`src/rtl/fetch_unit.sv`:
```
// fetch_unit: single-outstanding instruction fetcher feeding a 2-entry {pc, insn} buffer
// Ports: clk/rst (async active-high), imem_req/imem_addr out, imem_rvalid/imem_rdata in,
//        redirect_valid/redirect_pc in, halt_req in, ir_valid/ir/ir_pc out with ir_ready in, halted out
module fetch_unit #(
    parameter logic [31:0] RESET_PC = 32'h0000_0000,
    parameter logic [31:0] NOP_INSN = 32'h0000_0013
) (
    input  logic        clk,
    input  logic        rst,
    output logic        imem_req,
    output logic [31:0] imem_addr,
    input  logic        imem_rvalid,
    input  logic [31:0] imem_rdata,
    input  logic        redirect_valid,
    input  logic [31:0] redirect_pc,
    input  logic        halt_req,
    output logic        ir_valid,
    output logic [31:0] ir,
    output logic [31:0] ir_pc,
    input  logic        ir_ready,
    output logic        halted
);
    typedef enum logic [1:0] {IDLE, WAIT, DROP, HALTED} state_t;
    state_t      r_state;
    logic [31:0] r_fetch_pc;
    logic [31:0] r_req_pc;
    logic [31:0] r_pc [2];
    logic [31:0] r_insn [2];
    logic        r_head;
    logic [1:0]  r_count;
    logic        w_enq;
    logic        w_deq;
    logic        w_tail;

    // Only issued from IDLE, so nothing is pending and occupancy alone bounds the buffer.
    assign imem_req  = !rst && r_state == IDLE && !halt_req && !redirect_valid && r_count != 2'd2;
    assign imem_addr = r_fetch_pc;
    assign w_enq     = r_state == WAIT && imem_rvalid && !redirect_valid;
    assign ir_valid  = r_count != 2'd0;
    assign w_deq     = ir_valid && ir_ready;
    // With occupancy <= 1 at enqueue, the free slot is the one after the head.
    assign w_tail    = r_head ^ r_count[0];
    assign ir        = ir_valid ? r_insn[r_head] : NOP_INSN;
    assign ir_pc     = ir_valid ? r_pc[r_head] : 32'h0;
    assign halted    = r_state == HALTED;

    always_ff @(posedge clk or posedge rst) begin
        if (rst) begin
            r_state    <= IDLE;
            r_fetch_pc <= RESET_PC;
            r_req_pc   <= RESET_PC;
            r_head     <= 1'b0;
            r_count    <= 2'd0;
        end else begin
            if (redirect_valid)
                r_fetch_pc <= {redirect_pc[31:2], 2'b00};
            else if (imem_req)
                r_fetch_pc <= r_fetch_pc + 32'd4;
            if (imem_req)
                r_req_pc <= r_fetch_pc;
            // A response landing with a redirect is consumed here (not enqueued), so it
            // must not move to DROP, which would wait for a response that never comes.
            case (r_state)
                IDLE:    r_state <= halt_req ? HALTED : imem_req ? WAIT : IDLE;
                WAIT:    r_state <= imem_rvalid ? (halt_req ? HALTED : IDLE) : redirect_valid ? DROP : WAIT;
                DROP:    r_state <= imem_rvalid ? (halt_req ? HALTED : IDLE) : DROP;
                default: r_state <= HALTED;
            endcase
            if (redirect_valid) begin
                r_count <= 2'd0;
                r_head  <= 1'b0;
            end else begin
                r_count <= r_count + {1'b0, w_enq} - {1'b0, w_deq};
                if (w_deq)
                    r_head <= ~r_head;
            end
        end
    end

    always_ff @(posedge clk) begin
        if (w_enq) begin
            r_pc[w_tail]   <= r_req_pc;
            r_insn[w_tail] <= imem_rdata;
        end
    end
endmodule

```
`config.mk`:
```
export PLATFORM = sky130hd
export DESIGN_NAME = fetch_unit
export DESIGN_NICKNAME = d
export VERILOG_FILES = /design/src/rtl/fetch_unit.sv
export SDC_FILE = /design/constraint.sdc
export NUM_CORES = 1
export LEC_CHECK = 0
export CAP_MARGIN = 20
export CORE_ASPECT_RATIO = 1.25
export CORE_MARGIN = 2
export CORE_UTILIZATION = 51
export CTS_BUF_LIST = sky130_fd_sc_hd__clkbuf_16
export CTS_CLUSTER_SIZE = 8
export DETAILED_ROUTE_END_ITERATION = 8
export PLACE_DENSITY = 0.83
export SYNTH_ARGS = -nofsm -noshare
export SYNTH_HDL_FRONTEND = slang
export SYNTH_SLANG_ARGS = --single-unit
```
`constraint.sdc`:
```
create_clock -name clk -period 4.8 [get_ports clk]
set_input_delay 0.48 -clock clk [delete_from_list [all_inputs] [get_ports clk]]
set_output_delay 0.48 -clock clk [all_outputs]
set_load 0.02 [all_outputs]
```
* Word level (Yosys, flattened, before mapping) *
Memory sizes are Yosys's and may differ from the RTL's.
Index checks and enable logic that the tools add are counted.
Widths: inputs -> output; s select.

operators by class
  add/sub/neg operators = 3
  equality and inequality tests = 4
  multiplexer cells = 16
  bitwise operators = 2
  reductions and logical operators = 14

operators by type and width
  kind                   count
  $mux 32                4
  $add 32x3->32 const B  1
  $mux 2                 6
  $logic_and 1x1->1      7
  $pmux 2 s3             1
  $reduce_bool 2->1      3
  $mux 1                 5
  $eq 2x2->1 const B     2
  $logic_not 1->1        3
  $add 2x1->2            1
  $eq 2x1->1 const B     1
  $logic_not 2->1        1
  $ne 2x2->1 const B     1
  $sub 2x1->2            1
  $not 1->1              1
  $xor 1x1->1            1

storage, ports and cells
  bits in registers = 69
  memory bits (writable) = 128
  input bits = 70
  memories kept = 2

memory list
  memory  depth  width  rd ports  clocked after Yosys merged registers in  write ports  RTL line  text
  r_insn  2      32     1         0                                        1            28        logic [31:0] r_insn [2];
  r_pc    2      32     1         0                                        1            27        logic [31:0] r_pc [2];

* Depth between registers and ports, before layout *
  depth in word-level cells = 8
  gate-level depth with buffers = 8
  depth with buffers taken out = 8

* Least setup slack after synthesis *
No wires, ideal clock.

  kind = input to register
  start = input redirect_valid
  end = memory r_insn[1][0], enable pin
  setup time = 0.489 ns
  data arrival time = 3.643 ns
  data required time = 4.311 ns
  slack = 0.668 ns
  stages = 4
  cells stage by stage = clkbuf_1 nor2_1 nand3_1 nor2b_1

on the way
  word-level cells in the longest chain between the ends = 4

RTL lines
  what                          RTL line  text
  from (decl)                   14        input logic redirect_valid,
  $logic_not 1->1               38        assign w_enq = r_state == WAIT && imem_rvalid && !redirect_valid;
  $logic_and 1x1->1             38
  $mux 1                        81        if (w_enq) begin
  $mux 1 (not written as such)  83        r_insn[w_tail] <= imem_rdata;
  to (decl)                     28

No other way between the ends.

* Final worst setup path *
  start = input halt_req
  end = output imem_req

on the way
  word-level cells in the longest chain between the ends = 4

RTL lines
  what                            RTL line  text
  from (decl)                     16        input logic halt_req,
  $logic_not 1->1                 36        assign imem_req = !rst && r_state == IDLE && !halt_req && !redirect_valid && r_count != 2'd2;
  $logic_and 1x1->1 (3 in a row)  36
  to (decl)                       10        output logic imem_req,

No other way between the ends.

==> flow_summary.toml <==
[run_status]
outcome = "completed"

[sta]
tightest_slew_ps = 1000
slew_violations = 0
setup_tns_ps = 0
finalHoldViolCount = 0
fin_skew_ps = 13.7
grt_setup_unrepaired = "no"
period_minus_slack_ps = 3400
fmax_mhz = 294
fin_crit_sh = 0.708
finalSetupViolCount = 0
slew_headroom = 0.326

[logic_synthesis]
synthDistinctLibCells = 43
synthTopCellsByCount = "edfxtp_1 (124), nor2_1 (85), dfrtp_1 (65)"
synth-seq-cells = 189
yosysWarnings = 0
synth.yosys.seq_area_share = 0.673
synth_flop_cell = "edfxtp_1"
synth-edff-count = 124
syn-cell-area_sq_um = 7950
yosysMostFrequentCell = "edfxtp_1"
synth-async-reset-ratio = 0.344
synth_area_leaders = "edfxtp_1 (47%), dfrtp_1 (20%), mux2i_1 (7.9%)"
yosysTopAreaCellShare = 0.468
avgSynthCellArea_sq_um = 13.5
netlist_instances = 589
synth_area_leader_cell = "edfxtp_1"

[clock_network]
cts_buffers = 17
clockRootBuffer = "clkbuf_16"
postCtsSetupRepairBufs = 0
h-tree-depth = 4
numClockSinks = 189
cts_resized = 0
hold_buffers = 0
cts_tree = "done"
clk_path_buf_depth = 2
clock_latency_ps = 420
clk_pin_slew_ps = 70

[layout]
final_net_count = 821
area_delta_synth_final_pct = 30.5
drive_above_1_share = 0.106
layoutNonFillerInstCount = 973
diodes = 0

[power_and_ir_drop]
leakage_nw = 3.73
irDropWorstVdd_uv = 265
powerDensity_nw_per_um2 = 329

[global_route]
track_usage = 0.215
antenna_found_initial = 0
grt_max_degree = 44
grt_pass1_wl_um = 27300
grt_pass1_vias = 5409
overflow = 0

[floorplanning]
die_y_um = 144
core_area_sq_um = 15400
floorplan.initialDensity = 0.515
fp.dieW_um = 116
die-area_sq_um = 16600
num_rows = 51
ios = 169

[drt]
postRouteAntennaNets = 0
vias = 5439
wl_um = 17700
dr.pass1.iters = 6
viasPerCell = 5.59
routedWlPerCell_um = 18.2
first_iter_violations = 368
drc = 0

[worst_hold_path]
hold_class = "reg2reg"

[setup_path]
crit_arrival_ps = 2920
critical_path.max_fanout = 33
cp-end-kind = "primary output"
critPathKind = "in2out"
cp.required_ps = 4320
cp-start-kind = "primary input"

[place]
placed_cells = 941
place_congestion = 0.886
dp_hpwl_um = 11900
io_buffers = 162

[run]
maxCapViolations = 0
==> layout by cell type (no fill, tap or decap), types with 2 or more instances in the layout <==
master / instances
and2_1: 2
clkbuf_16: 17
nor2_1: 83
dfrtp_1: 64
nor2b_1: 3
nor3_1: 3
inv_4: 2
or2_2: 2
buf_4: 8
nand2b_1: 2
nand4_1: 13
or4_4: 2
nor4_1: 8
inv_6: 6
o31ai_1: 13
clkinv_4: 3
nor2_4: 2
clkdlybuf4s50_1: 162
o211ai_1: 4
xor2_1: 3
inv_1: 10
o21ai_0: 9
or4_1: 21
a21oi_1: 3
bufinv_16: 2
xnor2_1: 7
nand2_1: 35
and4_1: 2
conb_1: 4
nand3_1: 11
mux2_2: 31
edfxtp_1: 124
or3_1: 4
ha_1: 3
mux2i_1: 63
a31oi_1: 15
==> logic make-up (layout without fill, tap and decap cells) <==
logic type	count (synthesis)	after routing	share of synthesized area
and+or+nand+nor	196	196	0.119
DFF	189	189	0.673
muxes	94	94	0.123
AOI/OAI and AO/OA	52	52	0.0444
buffers and inverters	44	213	0.0241
xor gates and xnor gates	10	10	0.0110
adders and majority gates	3	3	0.00472
other	1	4	0.000472
==> worst max-delay path: stages <==
cell and delay (ps):
clkdlybuf4s50_1 460, or4_4 650, nor3_2 190, buf_4 420, clkdlybuf4s50_1 690
==> flip-flops by register name (all words and copies together), names as in the netlist <==
signal	cells
r_insn	64
r_req_pc	30
r_head	1
imem_addr	30
r_state	2
r_pc	60
r_count	2
==> layer usage <==
| layer | track usage | share of wire |
|---|---|---|
| met1 | 0.263 | 0.40 |
| met4 | 0.0965 | 0.028 |
| met2 | 0.373 | 0.52 |
| met5 | 0 | 0 |
| met3 | 0.0380 | 0.057 |
==> final timing paths <==
| check | from | slack [ps] | cells past startpoint | end |
|---|---|---|---|---|
| min in group asynchronous | rst | 580 | 2 | r_state[1] |
| worst min register to register | r_req_pc[6] | 470 | 0 | r_pc[0][6] |
| max in group asynchronous | rst | 3290 | 3 | imem_addr[21] |
| worst min-delay path | r_req_pc[6] | 470 | 0 | r_pc[0][6] |
| worst max-delay path | halt_req | 1400 | 5 | imem_req |
| worst max register to register | r_state[1] | 2020 | 4 | imem_addr[24] |
==> layout make-up <==
cell class / count / area (sq um)
flip-flops and latches: 189 / 5350
clock buffers: 17 / 425
multi-input cells: 359 / 2450
repair buffers: 170 / 1680
fillers: 1104 / 5060
inverters: 11 / 41.3
well taps: 212 / 265
clock inverters: 15 / 160
==> report_power, final <==
group          switching, W  internal [W]
Clock              0.000610      0.000778
Combinational      0.000110      0.000115
Sequential        0.0000478       0.00175
==> stage by stage <==
step | util | instance area, sq um | setup slack (ps) | hold slack (ps) | total power [W]
finish | 0.672 | 10400 | 1400 | 474 | 0.00341
global route | 0.672 | 10400 | 1320 | 486 | 0.00351
CTS | 0.672 | 10400 | 1400 | 475 | 0.00342
detailed placement | 0.634 | 9790 | 1410 | 455 | 0.00205
global placement | 0.634 | 9790 | 1470 | 447 | 0.00204
floorplan | - | 7960 | 668 | 438 | 0.00191
Note: power is estimated with default switching activity, not from simulation.
